**src/rtl/lcd_pkg.sv**
```systemverilog
// Shared constants, state encoding and command helpers for the character-LCD bus receiver.
// Optional statistics counters are enabled by defining LCD_RECEIVER_STATS_EN.
package lcd_pkg;

  localparam int DATA_W    = 8;
  localparam int NUM_CELLS = 32;
  localparam int CELL_AW   = 5;

  localparam logic [7:0] BLANK_CHAR = 8'h20;
  localparam logic [6:0] LINE2_BASE = 7'h40;
  localparam logic [6:0] LINE_LEN   = 7'h10;

  // Opcode masks, checked from the highest bit downwards.
  localparam logic [7:0] CMD_SETADDR_MASK = 8'h80;
  localparam logic [7:0] CMD_MISC_MASK    = 8'h70;
  localparam logic [7:0] CMD_DISP_MASK    = 8'h08;
  localparam logic [7:0] CMD_ENTRY_MASK   = 8'h04;
  localparam logic [7:0] CMD_HOME_MASK    = 8'h02;
  localparam logic [7:0] CMD_CLEAR        = 8'h01;

  localparam int ENTRY_INC_BIT = 1;
  localparam int DISP_D_BIT    = 2;
  localparam int DISP_C_BIT    = 1;
  localparam int DISP_B_BIT    = 0;

  typedef enum logic {
    ST_IDLE  = 1'b0,
    ST_CLEAR = 1'b1
  } lcd_state_e;

  typedef enum logic [2:0] {
    OP_NONE,
    OP_CLEAR,
    OP_HOME,
    OP_ENTRY,
    OP_DISP,
    OP_ADDR
  } lcd_op_e;

  typedef struct packed {
    logic               ok;
    logic [CELL_AW-1:0] idx;
  } ddram_map_t;

  function automatic lcd_op_e decode_cmd(input logic [7:0] cmd);
    if ((cmd & CMD_SETADDR_MASK) != 8'h00)    return OP_ADDR;
    else if ((cmd & CMD_MISC_MASK) != 8'h00)  return OP_NONE;
    else if ((cmd & CMD_DISP_MASK) != 8'h00)  return OP_DISP;
    else if ((cmd & CMD_ENTRY_MASK) != 8'h00) return OP_ENTRY;
    else if ((cmd & CMD_HOME_MASK) != 8'h00)  return OP_HOME;
    else if (cmd == CMD_CLEAR)                return OP_CLEAR;
    else                                      return OP_NONE;
  endfunction

  // Line 1 occupies DDRAM 0x00-0x0F, line 2 starts at 0x40.
  function automatic ddram_map_t map_ddram(input logic [6:0] addr);
    ddram_map_t m;
    m.ok  = 1'b0;
    m.idx = '0;
    if (addr < LINE_LEN) begin
      m.ok  = 1'b1;
      m.idx = {1'b0, addr[3:0]};
    end else if ((addr >= LINE2_BASE) && (addr < (LINE2_BASE + LINE_LEN))) begin
      m.ok  = 1'b1;
      m.idx = {1'b1, addr[3:0]};
    end
    return m;
  endfunction

endpackage

```
**src/rtl/lcd_en_filter.sv**
```systemverilog
// Synchronizes RS/EN/DATA, rejects EN pulses shorter than EN_MIN_CYC and emits one
// strobe per accepted falling edge carrying the byte seen in the last high cycle.
module lcd_en_filter
  import lcd_pkg::*;
#(
  parameter int EN_MIN_CYC  = 50,
  parameter int SYNC_STAGES = 2
) (
  input  logic              clk,
  input  logic              rst_n,
  input  logic              rs,
  input  logic              en,
  input  logic [DATA_W-1:0] data,
  output logic              stb,
  output logic              stb_rs,
  output logic [DATA_W-1:0] stb_data
);

  localparam int CNT_W = $clog2(EN_MIN_CYC + 1);
  localparam logic [CNT_W-1:0] CNT_SAT = CNT_W'(EN_MIN_CYC);

  logic [SYNC_STAGES-1:0]             en_sync_q, en_sync_d;
  logic [SYNC_STAGES-1:0]             rs_sync_q, rs_sync_d;
  logic [SYNC_STAGES-1:0][DATA_W-1:0] data_sync_q, data_sync_d;

  logic              en_prev_q, en_prev_d;
  logic [CNT_W-1:0]  cnt_q, cnt_d;
  logic              cap_rs_q, cap_rs_d;
  logic [DATA_W-1:0] cap_data_q, cap_data_d;
  logic              stb_q, stb_d;
  logic              stb_rs_q, stb_rs_d;
  logic [DATA_W-1:0] stb_data_q, stb_data_d;

  logic              en_s;
  logic              rs_s;
  logic [DATA_W-1:0] data_s;
  logic              fall;

  always_comb begin
    en_sync_d      = en_sync_q;
    rs_sync_d      = rs_sync_q;
    data_sync_d    = data_sync_q;
    en_sync_d[0]   = en;
    rs_sync_d[0]   = rs;
    data_sync_d[0] = data;
    for (int i = 1; i < SYNC_STAGES; i++) begin
      en_sync_d[i]   = en_sync_q[i-1];
      rs_sync_d[i]   = rs_sync_q[i-1];
      data_sync_d[i] = data_sync_q[i-1];
    end
  end

  assign en_s   = en_sync_q[SYNC_STAGES-1];
  assign rs_s   = rs_sync_q[SYNC_STAGES-1];
  assign data_s = data_sync_q[SYNC_STAGES-1];
  assign fall   = en_prev_q & ~en_s;

  // Counter saturates so arbitrarily long pulses still qualify.
  always_comb begin
    en_prev_d  = en_s;
    cnt_d      = '0;
    cap_rs_d   = cap_rs_q;
    cap_data_d = cap_data_q;
    if (en_s) begin
      cnt_d      = (cnt_q == CNT_SAT) ? cnt_q : cnt_q + CNT_W'(1);
      cap_rs_d   = rs_s;
      cap_data_d = data_s;
    end
    stb_d      = fall && (cnt_q >= CNT_SAT);
    stb_rs_d   = stb_d ? cap_rs_q : stb_rs_q;
    stb_data_d = stb_d ? cap_data_q : stb_data_q;
  end

  always_ff @(posedge clk or negedge rst_n) begin
    if (!rst_n) begin
      en_sync_q   <= '0;
      rs_sync_q   <= '0;
      data_sync_q <= '0;
      en_prev_q   <= 1'b0;
      cnt_q       <= '0;
      cap_rs_q    <= 1'b0;
      cap_data_q  <= '0;
      stb_q       <= 1'b0;
      stb_rs_q    <= 1'b0;
      stb_data_q  <= '0;
    end else begin
      en_sync_q   <= en_sync_d;
      rs_sync_q   <= rs_sync_d;
      data_sync_q <= data_sync_d;
      en_prev_q   <= en_prev_d;
      cnt_q       <= cnt_d;
      cap_rs_q    <= cap_rs_d;
      cap_data_q  <= cap_data_d;
      stb_q       <= stb_d;
      stb_rs_q    <= stb_rs_d;
      stb_data_q  <= stb_data_d;
    end
  end

  assign stb      = stb_q;
  assign stb_rs   = stb_rs_q;
  assign stb_data = stb_data_q;

endmodule

```
**src/rtl/lcd_receiver.sv**
```systemverilog
// Passive HD44780-style bus receiver: decodes commands/characters into a 2x16 display buffer.
// Define LCD_RECEIVER_STATS_EN to add the CMD_CNT/CHAR_CNT statistics outputs.
module lcd_receiver
  import lcd_pkg::*;
#(
  parameter int EN_MIN_CYC  = 50,
  parameter int SYNC_STAGES = 2
) (
  input  logic       CLK,
  input  logic       RST,
  input  logic       RS,
  input  logic       EN,
  input  logic [7:0] DATA,
  input  logic [4:0] RD_ADDR,
  output logic [7:0] RD_CHAR,
  output logic [4:0] CURSOR,
  output logic       DISP_ON,
  output logic       CURSOR_ON,
  output logic       BLINK_ON,
  output logic       BUSY,
  output logic       CMD_STB,
  output logic [7:0] CMD,
  output logic       CHAR_STB,
  output logic       ERR,
  output logic       state_dbg
`ifdef LCD_RECEIVER_STATS_EN
  ,
  output logic [15:0] CMD_CNT,
  output logic [15:0] CHAR_CNT
`endif
);

  // stb is a valid-only pulse (no ready): it is consumed in the single cycle it is high,
  // and anything arriving while the clear sweep runs is dropped and flagged.
  logic              stb;
  logic              stb_rs;
  logic [DATA_W-1:0] stb_data;

  lcd_en_filter #(
    .EN_MIN_CYC (EN_MIN_CYC),
    .SYNC_STAGES(SYNC_STAGES)
  ) u_filter (
    .clk     (CLK),
    .rst_n   (RST),
    .rs      (RS),
    .en      (EN),
    .data    (DATA),
    .stb     (stb),
    .stb_rs  (stb_rs),
    .stb_data(stb_data)
  );

  lcd_state_e         state_q, state_d;
  logic [CELL_AW-1:0] clr_idx_q, clr_idx_d;
  logic [CELL_AW-1:0] cursor_q, cursor_d;
  logic               inc_q, inc_d;
  logic               disp_q, disp_d;
  logic               curs_q, curs_d;
  logic               blink_q, blink_d;
  logic               cmd_stb_q, cmd_stb_d;
  logic               char_stb_q, char_stb_d;
  logic [7:0]         cmd_q, cmd_d;
  logic               err_q, err_d;
  logic [7:0]         rd_char_q, rd_char_d;

  logic [7:0]         cells_q [NUM_CELLS];
  logic               we;
  logic [CELL_AW-1:0] waddr;
  logic [7:0]         wdata;
  ddram_map_t         map;

  assign map = map_ddram(stb_data[6:0]);

  always_comb begin
    state_d    = state_q;
    clr_idx_d  = clr_idx_q;
    cursor_d   = cursor_q;
    inc_d      = inc_q;
    disp_d     = disp_q;
    curs_d     = curs_q;
    blink_d    = blink_q;
    cmd_stb_d  = 1'b0;
    char_stb_d = 1'b0;
    cmd_d      = cmd_q;
    err_d      = err_q;
    we         = 1'b0;
    waddr      = cursor_q;
    wdata      = stb_data;
    unique case (state_q)
      ST_IDLE: begin
        if (stb && stb_rs) begin
          we         = 1'b1;
          char_stb_d = 1'b1;
          cursor_d   = inc_q ? cursor_q + 5'd1 : cursor_q - 5'd1;
        end else if (stb) begin
          cmd_stb_d = 1'b1;
          cmd_d     = stb_data;
          unique case (decode_cmd(stb_data))
            OP_CLEAR: begin
              state_d   = ST_CLEAR;
              clr_idx_d = '0;
              cursor_d  = '0;
              inc_d     = 1'b1;
            end
            OP_HOME:  cursor_d = '0;
            OP_ENTRY: inc_d = stb_data[ENTRY_INC_BIT];
            OP_DISP: begin
              disp_d  = stb_data[DISP_D_BIT];
              curs_d  = stb_data[DISP_C_BIT];
              blink_d = stb_data[DISP_B_BIT];
            end
            OP_ADDR: begin
              if (map.ok) cursor_d = map.idx;
              else        err_d    = 1'b1;
            end
            default: ;
          endcase
        end
      end
      ST_CLEAR: begin
        we        = 1'b1;
        waddr     = clr_idx_q;
        wdata     = BLANK_CHAR;
        clr_idx_d = clr_idx_q + 5'd1;
        if (clr_idx_q == CELL_AW'(NUM_CELLS - 1)) state_d = ST_IDLE;
        if (stb) err_d = 1'b1;
      end
      default: state_d = ST_IDLE;
    endcase
  end

  // Read is taken from the array before this edge's write lands: old data on collision.
  assign rd_char_d = cells_q[RD_ADDR];

  always_ff @(posedge CLK) begin
    if (we) cells_q[waddr] <= wdata;
  end

  always_ff @(posedge CLK or negedge RST) begin
    if (!RST) begin
      state_q    <= ST_IDLE;
      clr_idx_q  <= '0;
      cursor_q   <= '0;
      inc_q      <= 1'b1;
      disp_q     <= 1'b0;
      curs_q     <= 1'b0;
      blink_q    <= 1'b0;
      cmd_stb_q  <= 1'b0;
      char_stb_q <= 1'b0;
      cmd_q      <= '0;
      err_q      <= 1'b0;
      rd_char_q  <= '0;
    end else begin
      state_q    <= state_d;
      clr_idx_q  <= clr_idx_d;
      cursor_q   <= cursor_d;
      inc_q      <= inc_d;
      disp_q     <= disp_d;
      curs_q     <= curs_d;
      blink_q    <= blink_d;
      cmd_stb_q  <= cmd_stb_d;
      char_stb_q <= char_stb_d;
      cmd_q      <= cmd_d;
      err_q      <= err_d;
      rd_char_q  <= rd_char_d;
    end
  end

`ifdef LCD_RECEIVER_STATS_EN
  logic [15:0] cmd_cnt_q, cmd_cnt_d;
  logic [15:0] char_cnt_q, char_cnt_d;

  always_comb begin
    cmd_cnt_d  = cmd_cnt_q + {15'd0, cmd_stb_d};
    char_cnt_d = char_cnt_q + {15'd0, char_stb_d};
  end

  always_ff @(posedge CLK or negedge RST) begin
    if (!RST) begin
      cmd_cnt_q  <= '0;
      char_cnt_q <= '0;
    end else begin
      cmd_cnt_q  <= cmd_cnt_d;
      char_cnt_q <= char_cnt_d;
    end
  end

  assign CMD_CNT  = cmd_cnt_q;
  assign CHAR_CNT = char_cnt_q;
`endif

  assign RD_CHAR   = rd_char_q;
  assign CURSOR    = cursor_q;
  assign DISP_ON   = disp_q;
  assign CURSOR_ON = curs_q;
  assign BLINK_ON  = blink_q;
  assign BUSY      = (state_q == ST_CLEAR);
  assign CMD_STB   = cmd_stb_q;
  assign CMD       = cmd_q;
  assign CHAR_STB  = char_stb_q;
  assign ERR       = err_q;
  assign state_dbg = state_q;

endmodule

```
**config.mk**
```make
export PLATFORM = sky130hd
export DESIGN_NAME = lcd_receiver
export DESIGN_NICKNAME = d
export VERILOG_FILES = /design/src/rtl/lcd_pkg.sv /design/src/rtl/lcd_en_filter.sv /design/src/rtl/lcd_receiver.sv
export SDC_FILE = /design/constraint.sdc
export NUM_CORES = 1
export LEC_CHECK = 0
export BUFFER_PORTS_ARGS = -buffer_cell sky130_fd_sc_hd__buf_4
export CORE_MARGIN = 1.5
export CORE_UTILIZATION = 55
export CTS_CLUSTER_DIAMETER = 60
export CTS_CLUSTER_SIZE = 16
export DETAILED_ROUTE_END_ITERATION = 10
export PLACE_DENSITY = 0.82
export SYNTH_ARGS = -nofsm -noshare
export SYNTH_HDL_FRONTEND = slang
export SYNTH_SLANG_ARGS = --single-unit
```
**constraint.sdc**
```tcl
create_clock -name CLK -period 5.3 [get_ports CLK]
set_clock_uncertainty 0.15 [all_clocks]
set_input_delay 0.265 -clock CLK [delete_from_list [all_inputs] [get_ports CLK]]
set_output_delay 0.265 -clock CLK [all_outputs]
set_load 0.005 [all_outputs]
```
======== Word level (Yosys, flattened, before mapping) ========
Memory sizes are Yosys's and may differ from the RTL's. A register that Yosys moved wholly into a read port is not among the register bits.
Index checks and enable logic that the tools add are counted.
cells by class
  add/sub/neg operators ................... 4
  mux-type cells .......................... 44
  reduce and logical (&&, ||, !) cells .... 15
  bitwise gates (word level) .............. 4
  eq/ne operators ......................... 16
  order comparisons ....................... 4
operators with widths
  cell                                                                           count
  5-bit two-way mux                                                              8
  6-bit two-way mux                                                              4
  5-bit one-hot mux with 2 select lines                                          2
  3-bit two-way mux                                                              6
  1-bit two-way mux                                                              17
  4-bit AND reduction                                                            3
  5-bit by 1-bit adder with 5-bit output (second input constant)                 2
  8-bit by 1-bit == test with 1-bit output (second input constant)               1
  8-bit two-way mux                                                              1
  2-bit by 1-bit inequality test with 1-bit output (second input constant)       4
  1-bit one-hot mux with 2 select lines                                          4
  8-bit nonzero test                                                             1
  7-bit greater-or-equal comparator (second input constant)                      1
  7-bit by 5-bit less-than comparator with 1-bit output (second input constant)  1
  7-bit less-than comparator (second input constant)                             1
  6-bit by 1-bit adder with 6-bit output (second input constant)                 1
  3-bit by 2-bit == test with 1-bit output (second input constant)               2
  3-bit == test (second input constant)                                          2
  6-bit == test (second input constant)                                          1
  6-bit greater-or-equal comparator (second input constant)                      1
  2-bit inequality test (second input constant)                                  3
  3-bit AND reduction                                                            2
  5-bit == test (second input constant)                                          1
  5-bit AND reduction                                                            1
  other kinds (11)                                                               17
word-level totals
  flip-flop bits (word level) ............. 72
  memories kept ........................... 1
  output and inout bits ................... 29
  bits in writable memories ............... 256
memory list
  memory   depth  width  read ports  clocked after Yosys merged registers in  wr ports  line                source
  cells_q  32     8      1           1                                        1         lcd_receiver.sv:66  logic [7:0] cells_q [NUM_CELLS];

======== Depth between registers and ports, before layout ========
Gate-level depths: netlist (run 1).
  depth after elaboration ................. 15
  gate-level depth with buffers ........... 7
  depth with buffers taken out ............ 7

======== Cells and area by module ========
Synthesis (run 1) repeated with hierarchy kept, for this count alone.
unflattened totals
  cells, all modules ...................... 672
  area total of the unflattened synthesis .. 12,979.9 um^2
by module, submodules not included
  module         seq. area each (um^2)  cells each  instances  area an instance (um^2)
  lcd_receiver   8,539.4                580         1          11,394.7
  lcd_en_filter  1,151.1                92          1          1,585.3

======== Worst setup path after synthesis (run 1) ========
Ideal clock, no wire load.
  path kind ............................... reg2reg
  start point ............................. register state_q (netlist: BUSY)
  end point ............................... memory cells_q[0][2], data pin
  stages on the path, launching flop included .. 4
  data arrival time ....................... 1,699 ps
  clock period less this slack ............ 2,209 ps
  setup slack ............................. 3,091 ps
  path through ............................ dfrtp_1 -> buf_1 -> clkbuf_1 -> nor2b_1
on the way
  longest elaborated chain between the ends .. 1
RTL lines
  element                   line                 source
  start: declaration        lcd_receiver.sv:53   lcd_state_e state_q, state_d;
  start signal: assignment  lcd_receiver.sv:154  state_q <= state_d;
  8-bit two-way mux         lcd_receiver.sv:89   unique case (state_q)
  named net wdata[2]        lcd_receiver.sv:69   logic [7:0] wdata;
  end: declaration          lcd_receiver.sv:66
The timed path passes the listed nets, and every way through them passes these cells.

======== Worst setup path after layout (run 1) ========
  start point ............................. register state_q (netlist: BUSY)
  end point ............................... memory cells_q[27][4], enable pin
on the way
  longest elaborated chain between the ends .. 4
RTL lines
  element                                  line                 source
  1-bit NOT (no source line)               -
  1-bit one-hot mux with 2 select lines    lcd_receiver.sv:89
  1-bit two-way mux                        lcd_receiver.sv:136  if (we) cells_q[waddr] <= wdata;
  1-bit two-way mux (implied by the code)  lcd_receiver.sv:136
Parallel ways exist; a longest one is shown, timed or not.

==> out/metrics.csv, run 1 <==
stage,metric,value,unit
die,die_x,157,um
detailed_routing,drcViolationCount,0,
clock_tree,cts-root-buf,clkbuf_16,
placement,dp_hpwl,16400,um
power_and_ir_drop,peakVddDrop,194,uV
yosys,synth_warnings,0,
global_route,grt_pass1_wl,40300,um
worst_setup_path,worstPathArrival,3170,ps
layout,final_common_cell,edfxtp_1,
die,start_util,0.556,
clock_tree,cts.sinks,336,
hold_path,hold_start,u_filter.data_sync_d[14],
power_and_ir_drop,total_power,0.00478,W
timing,rsz0062_at_grt,false,
detailed_routing,drt_first_pass_iters,5,
timing,report.final.slew_viol_count,0,
yosys,syn_nets,704,
run,cap_violations,0,
global_route,globalRouteTotalUtil,0.222,
yosys,yosys_register_bits,336,
clock_tree,cts_buffers,26,
worst_setup_path,worst_path_dominant_cell_family,flip-flops,
yosys,async_flop_share,0.238,
timing,fin_crit_sh,0.592,
global_route,grt_pass1_vias,6673,
yosys,synth_edf_count,256,
timing,finalSetupViolCount,0,
global_route,antenna_found_initial,0,
clock_tree,cts_hold_buf,11,
detailed_routing,wl_per_cell,24.1,um
power_and_ir_drop,power.density,329,nW/um2
global_route,grt_max_degree,81,
die,die-area,24500,um2
detailed_routing,wl,26000,um
clock_tree,cts_setup_buffers,0,
clock_tree,cts_tree,yes,
clock_tree,clk-insertion-delay-late,540,ps
worst_setup_path,worstPathCellList,nor3b_1 -> a31oi_1 -> nor2_1,
global_route,gr-total-overflow,0,
die,die_y,157,um
detailed_routing,drt_iter0_drc,640,
yosys,synthFlopType,edfxtp_1,
hold_path,hp-class,reg -> reg,
die,rows,56,
worst_setup_path,crit_fanout,34,
timing,tns,0,ps
detailed_routing,vias,6600,
worst_setup_path,max_stage_delay,1110,ps
worst_setup_path,crit_type,reg -> reg,
detailed_routing,via_per_inst,6.12,
timing,hold_ws,191,ps
layout,diodes,0,
placement,port_buffers,45,
worst_setup_path,end_kind,flop,
worst_setup_path,timing.rr.start,BUSY,
layout,drive_gt1_frac,0.258,
power_and_ir_drop,p_leak,5.66,nW
layout,nets,764,
timing,worst_pin_slew,1210,ps
layout,syn2layout_area_growth,11.9,%
yosys,seq_area_frac_synth,0.747,
clock_tree,clk_path_buf_depth,3,
die,io_pins,46,
timing,hold_violations,0,
detailed_routing,antenna_left,0,
timing,setup_slack,2160,ps
yosys,syn_area_per_cell,19.1,um2
worst_setup_path,cp-startpoint,BUSY,
clock_tree,path_clk_slew,70,ps
worst_setup_path,slowest_stage,dfrtp_1,
die,core,23300,um2
layout,layout_common_cells,"edfxtp_1 (256), dfrtp_1 (79), mux4_2 (64)",
placement,gp_congestion,0.936,
clock_tree,h-tree-depth,1,
yosys,synthDistinctLibCells,53,
clock_tree,cts_resized,0,
worst_setup_path,required,5330,ps
worst_setup_path,startpoint_type,flop,
outcome,outcome,"complete, no violations",
yosys,synth.cell_area,13000,um2
worst_setup_path,cp.buffers_inverters,0,
timing,slew_headroom,0.188,
yosys,syn_inst,679,
placement,dp_slack,2250,ps
timing,fin_crit,3140,ps
timing,max_freq,319,MHz
per-layer routing:
metal,routed length [um],vias up,GRT usage,share of wire
met1,10400,3381,0.315,0.40
met4,812,0,0.0703,0.031
li1,-,2822,-,-
met5,0,-,0,0
met3,2170,57,0.0424,0.084
met2,12600,340,0.355,0.48
synthesized netlist by cell type (3+ instances only):
master / n / area [um2]
nand3_1: 5 / 25.0
nor4_1: 11 / 68.8
inv_1: 7 / 26.3
o22ai_1: 33 / 206
o21ai_1: 4 / 20.0
ha_1: 7 / 87.6
mux4_2: 64 / 1440
buf_2: 9 / 45.0
and2_1: 5 / 31.3
mux2_2: 31 / 349
and3_1: 3 / 18.8
nand3b_1: 5 / 37.5
buf_4: 7 / 52.6
nor2_1: 46 / 173
edfxtp_1: 256 / 7690
nor2b_1: 9 / 56.3
a22o_1: 3 / 26.3
clkbuf_1: 9 / 33.8
buf_1: 4 / 15.0
dfrtp_1: 79 / 1980
xnor2_1: 7 / 61.3
a21oi_1: 5 / 25.0
nand2_1: 24 / 90.1
nor3b_1: 5 / 37.5
nor4b_1: 3 / 26.3
registers in the layout, indices dropped and copies added (netlist names), 2 cells and up:
name and cells:
u_filter.rs_sync_q 2, clr_idx_q 5, CMD 8, u_filter.cnt_q 6
u_filter.cap_data_q 8, u_filter.data_s 8, RD_CHAR 8, cells_q 256
u_filter.en_sync_q 2, CURSOR 5, u_filter.data_sync_d 8, u_filter.stb_data 8
worst register-to-register path, cell delays in order (launching register included):
cell     delay, ps
dfrtp_1       1110
nor3b_1        150
a31oi_1        920
nor2_1         450
report_power, final:
group          internal, W  switching (W)  total, W
logic            0.0000519      0.0000645  0.000116
registers          0.00282     0.00000964   0.00283
clock network     0.000956       0.000878   0.00183
stage by stage:
stage | instances | util | cell area, um2
floorplan | 679 | - | 13000
global placement | 1019 | 0.584 | 13600
detailed placement | 1019 | 0.584 | 13600
CTS | 1078 | 0.622 | 14500
global route | 1078 | 0.622 | 14500
finish | 1078 | 0.622 | 14500
path summary, 6_finish.rpt:
kind | cells after the start | slack, ps | end
worst min-delay path | 0 | 190 | u_filter.data_s[6]
worst max register to register | 3 | 2160 | cells_q[27][4]
worst min register to register | 0 | 190 | u_filter.data_s[6]
max in group asynchronous | 2 | 4070 | u_filter.data_sync_d[14]
min in group asynchronous | 2 | 290 | CMD_STB
worst max-delay path | 3 | 2160 | cells_q[27][4]
layout make-up:
class / instances / area (um2)
fillers: 1547 / 8820
inverters: 7 / 26.3
flip-flops and latches: 336 / 9690
clock buffers: 43 / 736
clock inverters: 5 / 43.8
multi-input cells: 305 / 3120
repair buffers: 63 / 500
well taps: 319 / 399
kinds of logic after synthesis:
logic type	synth area share
flops	0.747
simple gates	0.0519
mux	0.140
compound gates	0.0325
buf+inv	0.0146
xor+xnor	0.00608
fa+ha+maj	0.00830
(Power assumes the default switching activity.)
==> run 2, diff against run 1 <==
==> constraint.sdc (replaced) <==
create_clock -name CLK -period 3.2 [get_ports CLK]
set_clock_uncertainty 0.15 [all_clocks]
set_input_delay 0.16 -clock CLK [delete_from_list [all_inputs] [get_ports CLK]]
set_output_delay 0.16 -clock CLK [all_outputs]
set_load 0.005 [all_outputs]
==> run 2 against run 1 <==
Register-to-register slack worse by 1700 ps. Critical path depth is 2 higher. Clock-buffer cell count is 3 higher. Global-route usage grew 0.45 points. Largest power group unchanged. Largest cell class unchanged. Critical path type unchanged.
==> out/metrics.csv, run 2 (synthesis results as in run 1) <==
stage,metric,value,unit
outcome,outcome,"complete, no violations",
clock_tree,h-tree-depth,1,
detailed_routing,drcViolationCount,0,
worst_setup_path,crit_type,reg -> reg,
clock_tree,cts_setup_buffers,0,
worst_setup_path,required,3230,ps
detailed_routing,wl_met2,12700,um
placement,port_buffers,45,
detailed_routing,antenna_left,0,
run,cap_violations,0,
worst_setup_path,timing.rr.start,u_filter.stb_rs,
detailed_routing,met3_wirelength,2180,um
layout,layout_common_cells,"edfxtp_1 (256), dfrtp_1 (79), mux4_2 (64)",
global_route,grt_max_degree,81,
clock_tree,clk-insertion-delay-late,540,ps
timing,worst_pin_slew,1200,ps
detailed_routing,maxUsedRoutingLayer,met4,
clock_tree,cts_hold_buf,11,
timing,max_freq,366,MHz
layout,largest_reg_flops,256,
die,start_util,0.556,
layout,regMostFlops,cells_q,
worst_setup_path,startpoint_type,flop,
timing,hold_ws,119,ps
timing,rsz0062_at_grt,false,
die,core,23300,um2
detailed_routing,met1_length,10600,um
layout,final_common_cell,edfxtp_1,
die,die_x,157,um
clock_tree,cts.sinks,336,
global_route,gr-total-overflow,0,
timing,tns,0,ps
timing,setup_slack,470,ps
global_route,globalRouteTotalUtil,0.227,
layout,utilization,0.625,
timing,finalSetupViolCount,0,
timing,report.final.slew_viol_count,0,
global_route,grt_pass1_wl,41000,um
detailed_routing,wl_per_cell,24.5,um
detailed_routing,drt_iter0_drc,700,
layout,fillers,1572,
timing,fin_crit,2730,ps
die,rows,56,
worst_setup_path,max_stage_delay,890,ps
power_and_ir_drop,p_switching,0.00159,W
detailed_routing,drt_first_pass_iters,6,
clock_tree,clk_path_buf_depth,3,
placement,gp_congestion,0.906,
hold_path,hold_start,DATA[2],
clock_tree,path_clk_slew,70,ps
worst_setup_path,crit_fanout,9,
layout,diodes,0,
hold_path,hp-class,in -> reg,
power_and_ir_drop,p_leak,5.71,nW
die,io_pins,46,
global_route,antenna_found_initial,0,
power_and_ir_drop,switching_share,0.199,
worst_setup_path,cp.buffers_inverters,0,
power_and_ir_drop,combPwrFrac,0.025,
placement,dp_hpwl,16700,um
worst_setup_path,worstPathArrival,2760,ps
clock_tree,cts_buffers,26,
power_and_ir_drop,total_power,0.00801,W
timing,hold_violations,0,
timing,fin_crit_sh,0.853,
detailed_routing,via_per_inst,6.13,
global_route,grt_pass1_vias,6940,
layout,nets,769,
worst_setup_path,worstPathCellList,and2_1 -> nand2_1 -> nor3b_1 -> a31oi_1 -> nor2_1,
layout,syn2layout_area_growth,12.5,%
power_and_ir_drop,pwr-share-seq,0.585,
power_and_ir_drop,peakVddDrop,535,uV
die,die_y,157,um
clock_tree,cts_resized,0,
clock_tree,cts_tree,yes,
worst_setup_path,cp-startpoint,u_filter.stb_rs,
detailed_routing,wl,26500,um
placement,dp_slack,611,ps
power_and_ir_drop,power.density,549,nW/um2
clock_tree,cts-root-buf,clkbuf_16,
power_and_ir_drop,pwr-share-clk,0.390,
worst_setup_path,slowest_stage,a31oi_1,
worst_setup_path,worst_path_dominant_cell_family,compound AO/OA/AOI/OAI gates,
detailed_routing,vias,6641,
worst_setup_path,end_kind,flop,
timing,slew_headroom,0.198,
layout,drive_gt1_frac,0.263,
die,die-area,24500,um2
power_and_ir_drop,internal_power,0.00641,W
-- run 2: final cells by class --
type	instances	area, um2	share of cell area
Multi-Input combinational cell	305	3120	0.214
Clock buffer	46	777	0.0533
Timing Repair Buffer	68	551	0.0377
Inverter	7	26.3	0.00180
Tap cell	319	399	0.0274
Sequential cell	336	9690	0.664
Clock inverter	2	27.5	0.00189
-- run 2: through the flow --
| stage | instance area, um2 | instances |
|---|---|---|
| 2_1_floorplan | 13000 | 679 |
| 3_3_place_gp | 13700 | 1024 |
| 3_5_place_dp | 13700 | 1024 |
| 4_1_cts | 14600 | 1083 |
| 5_1_grt | 14600 | 1083 |
| 6_report | 14600 | 1083 |
-- run 2: power groups by stage --
stage                     combinational, W  clock [W]  sequential, W
after floorplan                   0.000127          0        0.00477
after global placement            0.000182          0        0.00478
after detailed placement          0.000190          0        0.00478
after CTS                         0.000201    0.00315        0.00468
after global routing              0.000217    0.00332        0.00469
final                             0.000200    0.00312        0.00468
-- run 2: final timing paths --
kind	endpoint	slack, ps	cells past startpoint
setup / recovery	cells_q[23][2]	470	5
setup reg to reg	cells_q[23][2]	470	5
min in group asynchronous	CMD[1]	190	2
hold / removal	u_filter.data_sync_d[10]	120	2
hold reg to reg	u_filter.data_s[1]	200	0
max in group asynchronous	u_filter.data_sync_d[14]	2070	2
-- run 2: per-layer routing --
| layer | GRT usage | vias up |
|---|---|---|
| li1 | - | 2836 |
| met3 | 0.0396 | 73 |
| met2 | 0.361 | 342 |
| met4 | 0.0907 | 0 |
| met1 | 0.317 | 3390 |
| met5 | 0 | - |
-- run 2: worst reg2reg max path, cell delays in order, from the launching register on --
cell     delay (ps)
dfrtp_1         470
and2_1          230
nand2_1         110
nor3b_1          60
a31oi_1         890
nor2_1          470
==> run 3, diff against run 2 <==
--- a/config.mk
+++ b/config.mk
@@ -6,12 +6,12 @@
 export NUM_CORES = 1
 export LEC_CHECK = 0
 export BUFFER_PORTS_ARGS = -buffer_cell sky130_fd_sc_hd__buf_4
-export CORE_MARGIN = 1.5
-export CORE_UTILIZATION = 55
+export CORE_MARGIN = 1
+export CORE_UTILIZATION = 61
 export CTS_CLUSTER_DIAMETER = 60
 export CTS_CLUSTER_SIZE = 16
 export DETAILED_ROUTE_END_ITERATION = 10
-export PLACE_DENSITY = 0.82
+export PLACE_DENSITY = 0.89
 export SYNTH_ARGS = -nofsm -noshare
 export SYNTH_HDL_FRONTEND = slang
 export SYNTH_SLANG_ARGS = --single-unit
==> run 3 against run 2 <==
Worst hold slack better by 14 ps. Sequential power hardly changed. Clock-buffer cell count is 3 lower. Fmax is 0.36% higher. Via count is 1.0% higher. Critical path depth stayed put. Power is 2.9% lower. Die area is 11% lower. Critical path type unchanged. Largest cell class unchanged. Highest routed layer unchanged.
==> out/metrics.csv, run 3 (synthesis results as in run 1) <==
stage,metric,value,unit
die,rows,52,
clock_tree,cts_buffers,25,
hold_path,worstHoldPathCells,2,
detailed_routing,vias,6708,
global_route,grt_max_degree,81,
die,start_util,0.631,
placement,gp_congestion,0.922,
layout,syn2layout_area_growth,11.5,%
global_route,globalRouteTotalUtil,0.267,
global_route,gr-total-overflow,0,
worst_setup_path,startpoint_type,flop,
worst_setup_path,cp.buffers_inverters,1,
layout,diodes,0,
layout,nets,769,
timing,slew_headroom,0.257,
layout,drive_gt1_frac,0.260,
power_and_ir_drop,switching_share,0.198,
timing,worst_pin_slew,1110,ps
worst_setup_path,end_kind,flop,
clock_tree,clk-insertion-delay-late,530,ps
layout,layout_common_cells,"edfxtp_1 (256), dfrtp_1 (79), mux4_2 (64)",
timing,rsz0062_at_grt,false,
clock_tree,cts_setup_buffers,0,
clock_tree,cts_tree,yes,
power_and_ir_drop,pwr-share-clk,0.371,
detailed_routing,via_per_inst,6.49,
power_and_ir_drop,pwr-share-seq,0.603,
worst_setup_path,reg2reg_slack,480,ps
timing,hold_violations,0,
worst_setup_path,r2r_end,cells_q[23][2],
hold_path,min_to,u_filter.data_sync_d[8],
power_and_ir_drop,p_switching,0.00154,W
clock_tree,h-tree-depth,1,
worst_setup_path,worst_path_dominant_cell_family,simple AND/OR/NAND/NOR gates,
worst_setup_path,slowest_stage,nor2_1,
worst_setup_path,worstPathCellList,inv_1 -> nand2_1 -> o21ai_0 -> nand2_1 -> nor2_1,
clock_tree,path_clk_slew,70,ps
worst_setup_path,timing.rr.start,BUSY,
placement,port_buffers,45,
power_and_ir_drop,internal_power,0.00624,W
timing,fin_crit_sh,0.850,
hold_path,hp-class,in -> reg,
power_and_ir_drop,combPwrFrac,0.026,
clock_tree,clk_path_buf_depth,3,
detailed_routing,wl,27500,um
detailed_routing,antenna_left,0,
placement,dp_hpwl,17000,um
worst_setup_path,crit_fanout,18,
power_and_ir_drop,power.density,538,nW/um2
layout,largest_reg_flops,256,
worst_setup_path,cp_common_cell,nand2_1,
outcome,outcome,"complete, no violations",
layout,final_common_cell,edfxtp_1,
die,core,20600,um2
clock_tree,cts-root-buf,clkbuf_16,
worst_setup_path,required,3200,ps
detailed_routing,drcViolationCount,0,
die,die_y,148,um
hold_path,hold_start,DATA[0],
die,io_pins,46,
worst_setup_path,crit_type,reg -> reg,
global_route,antenna_found_initial,0,
detailed_routing,drt_first_pass_iters,5,
placement,dp_slack,597,ps
die,die-area,21900,um2
detailed_routing,drt_iter0_drc,751,
timing,finalSetupViolCount,0,
timing,max_freq,368,MHz
worst_setup_path,r2r.worst_path.cells,5,
global_route,grt_pass1_wl,42700,um
worst_setup_path,max_stage_delay,640,ps
layout,fillers,1205,
run,cap_violations,0,
clock_tree,cts.sinks,336,
layout,regMostFlops,cells_q,
timing,report.final.slew_viol_count,0,
timing,fin_crit,2720,ps
worst_setup_path,worstPathArrival,2720,ps
power_and_ir_drop,peakVddDrop,418,uV
timing,setup_slack,479,ps
die,die_x,148,um
detailed_routing,wl_per_cell,26.6,um
timing,tns,0,ps
global_route,grt_pass1_vias,7015,
power_and_ir_drop,p_leak,5.67,nW
[run 3: cell types whose count changed in the layout (fill, tap and decap cells not counted), sizes merged]
cell | previous run | this run
inv | 9 | 8
buf | 57 | 58
clkinv | 0 | 2
clkbuf | 46 | 43
[run 3: area by class of cell]
cell class	count	area, um2	area share
clock buffers	43	693	0.0479
inverters	7	26.3	0.00182
well taps	270	338	0.0234
flip-flops and latches	336	9690	0.670
clock inverters	3	30.0	0.00208
multi-input cells	305	3120	0.215
repair buffers	69	571	0.0394
[run 3: worst reg2reg max path, cell delays in order, from the launching register on]
cell	delay (ps)
dfrtp_1	580
inv_1	240
nand2_1	100
o21ai_0	410
nand2_1	220
nor2_1	640
[run 3: power by group through the flow]
stage,sequential [W],clock (W),combinational [W]
CTS,0.00469,0.00289,0.000205
floorplan,0.00477,0,0.000127
global route,0.00469,0.00307,0.000220
global placement,0.00478,0,0.000182
detailed placement,0.00478,0,0.000193
finish,0.00469,0.00289,0.000205
[run 3: per-stage QoR]
| step | std cells | hold WS [ps] | util | power (W) | area [um2] |
|---|---|---|---|---|---|
| after floorplan | 679 | -286 | - | 0.00490 | 13000 |
| after global placement | 976 | 119 | 0.663 | 0.00496 | 13600 |
| after detailed placement | 976 | 120 | 0.663 | 0.00497 | 13600 |
| after CTS | 1033 | 121 | 0.704 | 0.00778 | 14500 |
| after global routing | 1033 | 122 | 0.704 | 0.00798 | 14500 |
| final | 1033 | 133 | 0.704 | 0.00778 | 14500 |
[run 3: how the worst max path moves through the flow]
stage	from	end	cells past startpoint
after floorplan	BUSY	cells_q[0][2]	3
after global placement	BUSY	cells_q[23][0]	5
after detailed placement	BUSY	cells_q[23][6]	5
after CTS	BUSY	cells_q[23][2]	5
after global routing	BUSY	cells_q[17][0]	3
final	BUSY	cells_q[23][2]	5
[run 3: repair_timing]
| action | in CTS | in global routing |
|---|---|---|
| endpoints found under the hold margin | 89 | 0 |
| resized for setup | 0 | 0 |
| hold buffers | 11 | 0 |
[run 3: metal layers]
metal / vias to the layer above / routed length (um) / track usage
met1: 3438 / 10700 / 0.374
met3: 61 / 2340 / 0.0386
li1: 2840 / - / -
met5: - / 0 / 0
met2: 369 / 13700 / 0.446
met4: 0 / 731 / 0.0753
